File: src/rtl/fp_posit_mul_array.sv
// Multi-lane FP activation x bit-serial posit weight multiplier.
// One activation is broadcast to LANES serial posit streams; each lane yields an unnormalised sign/scale/mantissa product.
module fp_posit_mul_array #(
  parameter int ACT_WIDTH = 16,
  parameter int EXP_WIDTH = 5,
  parameter int MAN_WIDTH = 10,
  parameter int LANES     = 4,
  parameter int MAX_PREC  = 8,
  parameter int ES        = 1,
  parameter int SCALE_W   = 8,
  localparam int FRAC_W   = MAX_PREC - 3,
  localparam int PROD_W   = MAN_WIDTH + FRAC_W + 2
) (
  input  logic                       clk,
  input  logic                       rst,
  input  logic [ACT_WIDTH-1:0]       act,
  input  logic [LANES-1:0]           w,
  input  logic                       valid,
  input  logic                       set,
  input  logic [3:0]                 precision,
  output logic [LANES-1:0]           sign_out,
  output logic [LANES*SCALE_W-1:0]   scale_out,
  output logic [LANES*PROD_W-1:0]    man_out,
  output logic [LANES-1:0]           zero_out,
  output logic [LANES-1:0]           nar_out,
  output logic                       busy,
  output logic                       done
);

  localparam int IW = 16;
  localparam logic [3:0] PMAX = 4'(MAX_PREC);
  localparam logic signed [IW-1:0] BIAS_S = IW'((2 ** (EXP_WIDTH - 1)) - 1);
  localparam logic signed [IW-1:0] ONE_S  = {{(IW-1){1'b0}}, 1'b1};
  localparam logic [MAX_PREC-1:0]  ONE_P  = {{(MAX_PREC-1){1'b0}}, 1'b1};
  localparam logic [MAX_PREC-1:0]  NAR_P  = {1'b1, {(MAX_PREC-1){1'b0}}};

  logic [3:0]                      prec_q, prec_d;
  logic [3:0]                      cnt_q, cnt_d;
  logic                            busy_q, busy_d;
  logic [ACT_WIDTH-1:0]            act_q, act_d;
  logic [LANES-1:0][MAX_PREC-1:0]  sr_q, sr_d;
  logic                            dv_q, dv_d;
  logic [LANES-1:0][MAX_PREC-1:0]  dw_q, dw_d;
  logic [ACT_WIDTH-1:0]            da_q, da_d;
  logic [3:0]                      dp_q, dp_d;

  logic [LANES-1:0]                sign_q, sign_d, zero_q, zero_d, nar_q, nar_d;
  logic [LANES*SCALE_W-1:0]        scale_q, scale_d;
  logic [LANES*PROD_W-1:0]         man_q, man_d;
  logic                            done_q, done_d;

  logic [LANES-1:0]                lane_sign_s, lane_zero_s, lane_nar_s;
  logic [LANES*SCALE_W-1:0]        lane_scale_s;
  logic [LANES*PROD_W-1:0]         lane_man_s;

  // Serial capture: precision load, bit counter, shift registers and hand-off to decode.
  always_comb begin
    prec_d = prec_q;
    cnt_d  = cnt_q;
    act_d  = act_q;
    sr_d   = sr_q;
    dv_d   = 1'b0;
    dw_d   = dw_q;
    da_d   = da_q;
    dp_d   = dp_q;
    if (set && (cnt_q == 4'd0)) begin
      if (precision < 4'd3) begin
        prec_d = 4'd3;
      end else if (precision > PMAX) begin
        prec_d = PMAX;
      end else begin
        prec_d = precision;
      end
    end else begin
      prec_d = prec_q;
    end
    if (valid) begin
      for (int i = 0; i < LANES; i++) begin
        sr_d[i] = MAX_PREC'({sr_q[i], w[i]});
      end
      if (cnt_q == 4'd0) begin
        act_d = act;
      end else begin
        act_d = act_q;
      end
      if (cnt_q == prec_q - 4'd1) begin
        cnt_d = 4'd0;
        dv_d  = 1'b1;
        dw_d  = sr_d;
        da_d  = act_q;
        dp_d  = prec_q;
      end else begin
        cnt_d = cnt_q + 4'd1;
      end
    end else begin
      cnt_d = cnt_q;
    end
    busy_d = (cnt_d != 4'd0);
  end

  for (genvar gi = 0; gi < LANES; gi++) begin : g_lane
    logic [MAX_PREC-1:0]    aligned, mag, rest, e_w;
    logic [FRAC_W-1:0]      frac;
    logic                   p_zero, p_nar, p_sign, rbit, stop;
    logic [3:0]             r, consumed;
    logic signed [IW-1:0]   r_ext, k, pscale, scale, a_exp_ext;
    logic                   a_sign, a_zero, a_nar, l_zero, l_nar;
    logic [EXP_WIDTH-1:0]   a_exp;
    logic [MAN_WIDTH-1:0]   a_man;
    logic                   l_sign;
    logic [SCALE_W-1:0]     l_scale;
    logic [PROD_W-1:0]      l_man;

    // Posit decode of one lane's word followed by the product with the held activation.
    always_comb begin
      // Left-align the P-bit word so every lane/precision decodes from the MSB down.
      aligned = dw_q[gi] << (PMAX - dp_q);
      p_zero  = (aligned == '0);
      p_nar   = (aligned == NAR_P);
      p_sign  = aligned[MAX_PREC-1];
      if (p_sign) begin
        mag = ~aligned + ONE_P;
      end else begin
        mag = aligned;
      end
      rbit = mag[MAX_PREC-2];
      r    = 4'd0;
      stop = 1'b0;
      for (int j = MAX_PREC - 2; j >= 0; j--) begin
        if (!stop && (j >= MAX_PREC - int'(dp_q)) && (mag[j] == rbit)) begin
          r = r + 4'd1;
        end else begin
          stop = 1'b1;
        end
      end
      r_ext = $signed({{(IW-4){1'b0}}, r});
      if (rbit) begin
        k = r_ext - ONE_S;
      end else begin
        k = -r_ext;
      end
      consumed = 4'd1 + r + ((r < dp_q - 4'd1) ? 4'd1 : 4'd0);
      rest     = mag << consumed;
      e_w      = rest >> (MAX_PREC - ES);
      frac     = FRAC_W'(rest >> (MAX_PREC - ES - FRAC_W));
      pscale   = (k <<< ES) + $signed({{(IW-MAX_PREC){1'b0}}, e_w});

      a_sign    = da_q[ACT_WIDTH-1];
      a_exp     = da_q[ACT_WIDTH-2 -: EXP_WIDTH];
      a_man     = da_q[MAN_WIDTH-1:0];
      a_zero    = (a_exp == '0);
      a_nar     = &a_exp;
      a_exp_ext = $signed({{(IW-EXP_WIDTH){1'b0}}, a_exp});
      scale     = a_exp_ext - BIAS_S + pscale;

      l_nar  = a_nar | p_nar;
      l_zero = !l_nar && (a_zero || p_zero);
      if (l_nar || l_zero) begin
        l_sign  = 1'b0;
        l_scale = '0;
        l_man   = '0;
      end else begin
        l_sign  = a_sign ^ p_sign;
        l_scale = SCALE_W'(scale);
        l_man   = PROD_W'({1'b1, a_man}) * PROD_W'({1'b1, frac});
      end
    end

    assign lane_sign_s[gi]                     = l_sign;
    assign lane_zero_s[gi]                     = l_zero;
    assign lane_nar_s[gi]                      = l_nar;
    assign lane_scale_s[gi*SCALE_W +: SCALE_W] = l_scale;
    assign lane_man_s[gi*PROD_W +: PROD_W]     = l_man;
  end

  // Output stage: lane results register one cycle after the decode stage loads.
  always_comb begin
    done_d = dv_q;
    if (dv_q) begin
      sign_d  = lane_sign_s;
      zero_d  = lane_zero_s;
      nar_d   = lane_nar_s;
      scale_d = lane_scale_s;
      man_d   = lane_man_s;
    end else begin
      sign_d  = sign_q;
      zero_d  = zero_q;
      nar_d   = nar_q;
      scale_d = scale_q;
      man_d   = man_q;
    end
  end

  // State registers for capture, decode and output stages.
  always_ff @(posedge clk or posedge rst) begin
    if (rst) begin
      prec_q  <= PMAX;
      cnt_q   <= 4'd0;
      busy_q  <= 1'b0;
      act_q   <= '0;
      sr_q    <= '0;
      dv_q    <= 1'b0;
      dw_q    <= '0;
      da_q    <= '0;
      dp_q    <= PMAX;
      sign_q  <= '0;
      zero_q  <= '0;
      nar_q   <= '0;
      scale_q <= '0;
      man_q   <= '0;
      done_q  <= 1'b0;
    end else begin
      prec_q  <= prec_d;
      cnt_q   <= cnt_d;
      busy_q  <= busy_d;
      act_q   <= act_d;
      sr_q    <= sr_d;
      dv_q    <= dv_d;
      dw_q    <= dw_d;
      da_q    <= da_d;
      dp_q    <= dp_d;
      sign_q  <= sign_d;
      zero_q  <= zero_d;
      nar_q   <= nar_d;
      scale_q <= scale_d;
      man_q   <= man_d;
      done_q  <= done_d;
    end
  end

  assign sign_out  = sign_q;
  assign zero_out  = zero_q;
  assign nar_out   = nar_q;
  assign scale_out = scale_q;
  assign man_out   = man_q;
  assign busy      = busy_q;
  assign done      = done_q;

endmodule
File: config.mk
export PLATFORM = sky130hd
export DESIGN_NAME = fp_posit_mul_array
export DESIGN_NICKNAME = d
export VERILOG_FILES = /design/src/rtl/fp_posit_mul_array.sv
export SDC_FILE = /design/constraint.sdc
export NUM_CORES = 1
export LEC_CHECK = 0
export CORE_UTILIZATION = 60
export CTS_CLUSTER_DIAMETER = 80
export DETAILED_ROUTE_END_ITERATION = 7
export DONT_BUFFER_PORTS = 1
export PLACE_DENSITY = 0.86
export SLEW_MARGIN = 5
export SYNTH_ARGS = -nofsm -noshare
export SYNTH_HDL_FRONTEND = slang
export SYNTH_SLANG_ARGS = --single-unit
File: constraint.sdc
create_clock -name clk -period 15.7 [get_ports clk]
set_input_delay 1.57 -clock clk [delete_from_list [all_inputs] [get_ports clk]]
set_output_delay 1.57 -clock clk [all_outputs]
set_load 0.01 [all_outputs]
# == Word-level counts from Yosys, hierarchy flattened ==
# Cells that the tools add are included.
# op_classes
add_sub_neg,55
n_eq_ne,29
muxes,76
bitwise_logic,12
shifts,8
n_mul,4
reduce_logical,92
magnitude_cmp,13
# ops
op,count
$mux 4,28
$add 4x1->4 const B,22
$mul 11x6->17,4
$mux 17,4
$mux 8,8
$shl 8x4->8,8
$logic_and 1x1->1,50
$add 6x8->8,4
$add 8x1->8 const B,4
$add 8x2->8,4
$eq 8x8->1 const B,4
$logic_not 8->1,4
$mux 1,32
$not 8->8,4
$mux 7,4
$neg 4->7,4
$eq 1x1->1,24
$logic_not 1->1,24
$sub 4x1->5 const B,4
$add 1x4->4 const A,4
$add 4x1->4,4
$lt 4x4->1,4
$ge 4x5->1 const A,3
$ge 3x5->1 const A,2
17 further kinds,32
# totals
inputBits,28
output_inout_bits,114
ff_bits,219

# == Depth between registers and ports, before layout ==
# logic_depth
word_depth,35
depth_mapped,78
ltp_nobuf,71

# == Worst setup path after synthesis ==
# OpenSTA, ideal clock, no wires.
# synth_timing
path_type,flip-flop to flip-flop
start,register dp_q[0]
end,"register man_q[66], in the netlist man_out[66]"
n_path_buf,10
path_slack_ps,1460
t_arrival_ps,14119
path_stages_with_launch,74
path_cell_list,dfrtp_1 -> buf_6 -> inv_1 -> clkbuf_1 -> ha_1 -> buf_4 -> buf_6 -> buf_6 -> buf_2 -> buf_2 -> nor2_1 -> nand2_1 -> ha_1 -> o31a_1 -> o22a_1 -> a221o_1 -> buf_2 -> nor2_1 -> (+38 left out) -> fa_1 -> fa_1 -> fa_1 -> inv_1 -> ha_1 -> nor2b_1 -> o21ai_0 -> a21boi_0 -> o21ai_0 -> a21boi_0 -> o21ai_0 -> a21oi_1 -> o21ai_0 -> nand2b_1 -> a21o_1 -> a21oi_1 -> xnor2_1 -> a22o_1
# synth_via
elab_chain_len,34
word_cells_on_any_way,70
cone_classes,12 x add/sub; 1 x mul; 8 x order compare; 7 x eq/ne; 2 x shift; 16 x mux; 2 x bitwise; 22 x reduce/logical
# synth_rtl
item,line,source
"start, declared",45,"logic [3:0] dp_q, dp_d;"
"start signal, assigned",221,dp_q <= dp_d;
branches (longest 33 deep; another with $add 8x1->8),--,
$mux 17 (*),158,if (l_nar || l_zero) begin
"end signal, assigned",226,man_q <= man_d;
"end, declared",49,"logic [LANES*PROD_W-1:0] man_q, man_d;"
# Every way passes the cells marked *.
# A chain may end at the register's enable or synchronous reset.

# == Final worst setup path ==
# layout_timing
start,register dp_q[1]
end,"register man_q[67], in the netlist man_out[67]"
# The elaborated chain is that of the path after synthesis.

==> metrics.md <==
| Metric | Value |
|---|---|
| Row count | around 70 |
| Total routed wirelength | slightly below 70 mm |
| Vias | between 20,000 and 25,000 |
| Final hold vios | 0 |
| Nets | 3,011 |
| CORE AREA | a little under 40,000 um2 |
| DIE AREA | 40,900 um2 |
| Final ANT Viol Nets | 0 |
| CTS H-Tree Depth | 1 |
| Adder-cell share of the synthesized area | 22.4% |
| Synth unique cells | ~110 |
| Fin cells | 3,179 |
| WP data required | roughly 16 ns |
| CTS sink count | 219 |
| Dpl hpwl | roughly 51 mm |
| Post-synthesis xor/xnor area fraction | 6.48% |
| Worst Tran Pin Value | 1.29 ns |
| Commonest cells post-synth | inv_1 (353), nand2_1 (235), dfrtp_1 (217), ha_1 (187), fa_1 (152) |
| Final worst-path setup slack | around 0.87 ns |
| Antenna cells | 0 |
| DRT iter0 DRCs | between 2,000 and 2,500 |
| Clock root cell | clkbuf_16 |
| Starting density of the core | about three fifths |
| Arrival time at the worst endpoint | about 15 ns |
| CP Class | reg -> reg |
| Synth area leader | dfrtp_1 |
| Core Util, Final | around 65% |
| Yosys warning count | 0 |
| DRT Pass-1 Iters | 5 |
| Crit path top cell by count | ha_1 |
| CP Launch Type | flip-flop |
| Routed len/inst | roughly 21 um |
| Reg2Reg Depth | 68 |
| TNS Setup | 0 ns |
| Share of post-route cells with drive strength above 1 | about a tenth |
| Worst hold path type | reg -> reg |
| Port Buffers | 0 |
| GRT overflow | 0 |
| Die Y | 202 um |
| Cell Area, Synth | roughly 24,000 um2 |
| Dominant cell by count in the synthesized netlist | inv_1 |
| Worst setup EP type | flip-flop |
| Pre-CTS WS | around 0.52 ns |
| Vias in the first global route | around 20,000 |
| Hold path start | sr_q[6]$_DFFE_PP0P_ |
| IO Pins | 142 |
| Outcome | finished clean |
| Mux cell area share after synthesis | 7.07% |
| Hold Path Stages | 2 |
| Area contributors post-synth | dfrtp_1 (23%), fa_1 (13%), ha_1 (9.7%) |
| TritonCTS clock tree | yes |
| Worst path max stage delay | just under 0.6 ns |
| RD Place Congestion | 1.00 |
| Worst reg2reg startpoint | dp_q[1]$_DFFE_PP0P_ |
| EDFF count, synth | 0 |
| TritonCTS Buffers | 25 |
| Final worst path period need | 14.83 ns |
| Worst-path maximum fanout | 17 |
| Slew HR | 12.9% |
| Fin crit share | 94.5% |
| Worst Skew | about 0.013 ns |
| Pin count of the biggest net entering global routing | 97 |
| Final setup vio count | 0 |
| First-pass GRT wire length | approximately 110 mm |
| Syn Nets | between 3,000 and 4,000 |
| DRC Markers | 0 |
| Post-synthesis sequential area ratio | a little under a quarter |
| Number of synthesized register bits | around 220 |
| Drt via density | 6.40 |
| Synth Area in Compound Gates | 17.6% |
| Filler cell count | around 3,200 |
| Worst-Skew Late Latency | ~0.56 ns |
| Synth Area per Inst | around 8.9 um2 |
| Max_cap viols | 0 |
| Gr usage total | 32.9% |
| Post-synthesis simple-gate area fraction | 15.4% |
| Die width | about 200 um |
| Ys async rst share | 100% |
| Top_reg_cell synth | dfrtp_1 |
| Synth Instances | around 2,700 |
| Layout area overhead | 5.55% |
| Slew Limit Fails | 0 |
| Largest family of logic cells by synthesized area | adder cells |
| CTS max path bufs | 3 |
| Top-area cell type share of the netlist area | around 23% |
| Peak Freq | a little under 70 MHz |
| Clk pin slew, worst setup/hold paths | 0.06 ns |
| CP startpoint | dp_q[1]$_DFFE_PP0P_ |
| Critical path's slowest cell | or4_4 |
| Placed Instances | around 3,100 |
| Initial antenna violation count | 0 |
-- cells by family after synthesis --
kind of cell	Yosys count
XOR/XNOR	160
AO/OA/AOI/OAI	607
AND/OR/NAND/NOR	747
flip-flops	219
buffers and inverters	496
multiplexers	132
adder cells (fa/ha/maj)	340
-- critical path, delay by kind of cell (launching register included) --
kind / cells / cell delay (ns)
AO/OA/AOI/OAI: 24 / 4.94
XOR/XNOR: 1 / 0.11
adder cells (fa/ha/maj): 14 / 4.41
buffers and inverters: 8 / 0.94
flip-flops: 1 / 0.45
multiplexers: 1 / 0.17
AND/OR/NAND/NOR: 20 / 3.72
-- layout make-up --
type	instances	area [um2]	share of cell area [%]
flip-flops and latches	219	5480	21.6
inverters	364	1370	5.41
multi-input cells	1986	16700	65.7
well taps	518	648	2.55
repair buffers	48	367	1.44
clock inverters	15	160	0.631
clock buffers	29	681	2.68
-- cell usage in the layout (no fill, tap or decap), drive strengths merged, types with 31 or more instances in the layout --
cell	Yosys	layout
buf	50	47
a21oi	120	120
nor3	76	76
inv	355	357
o21ai	143	143
o211ai	31	31
xor2	39	39
fa	152	152
mux2	71	71
nor4	32	32
mux2i	39	39
and3	36	36
nand3	102	102
a22o	78	78
nand2	235	235
ha	187	187
dfrtp	217	217
nor2	116	116
xnor2	117	117
a211oi	39	39
-- worst paths after layout --
| path | to | slack [ns] |
|---|---|---|
| worst min-delay path | dw_q[7]$_DFFE_PP0P_ | 0.47 |
| worst min register to register | dw_q[7]$_DFFE_PP0P_ | 0.47 |
| worst max register to register | man_out[67]$_DFFE_PP0P_ | 0.87 |
| min in group asynchronous | nar_out[2]$_DFFE_PP0P_ | 0.92 |
| max in group asynchronous | man_out[44]$_DFFE_PP0P_ | 13.39 |
| worst max-delay path | man_out[67]$_DFFE_PP0P_ | 0.87 |
-- flip-flops by register name (all words and copies together) (netlist names), 4 cells and up --
signal and cells:
sr_q 28, sign_out 4, scale_out 32, dw_q 32, dp_q 4, prec_q 4
cnt_q 4, nar_out 4, da_q 16, zero_out 4, man_out 68, act_q 16
-- stage by stage --
step	hold slack (ns)	area (um2)
after floorplan	0.352	24100
after global placement	0.445	24500
after detailed placement	0.455	24500
after CTS	0.461	25300
after global routing	0.493	25400
final	0.465	25400
-- metal layers --
| layer | wire length [um] | track usage (%) |
|---|---|---|
| met5 | 0 | 0 |
| met4 | 3240 | 14.7 |
| met3 | 5680 | 6.13 |
| met2 | 31200 | 53.1 |
| met1 | 27200 | 43.1 |
-- what timing repair did --
item,in CTS,in global routing
buffers inserted,0,3
resized for setup,0,14
hold buffers,0,0
endpoints found under the setup margin,0,13
Power is left out: the tool's default activity adds up to more than one toggle a clock period on the data nets, which glitch-free logic cannot reach.
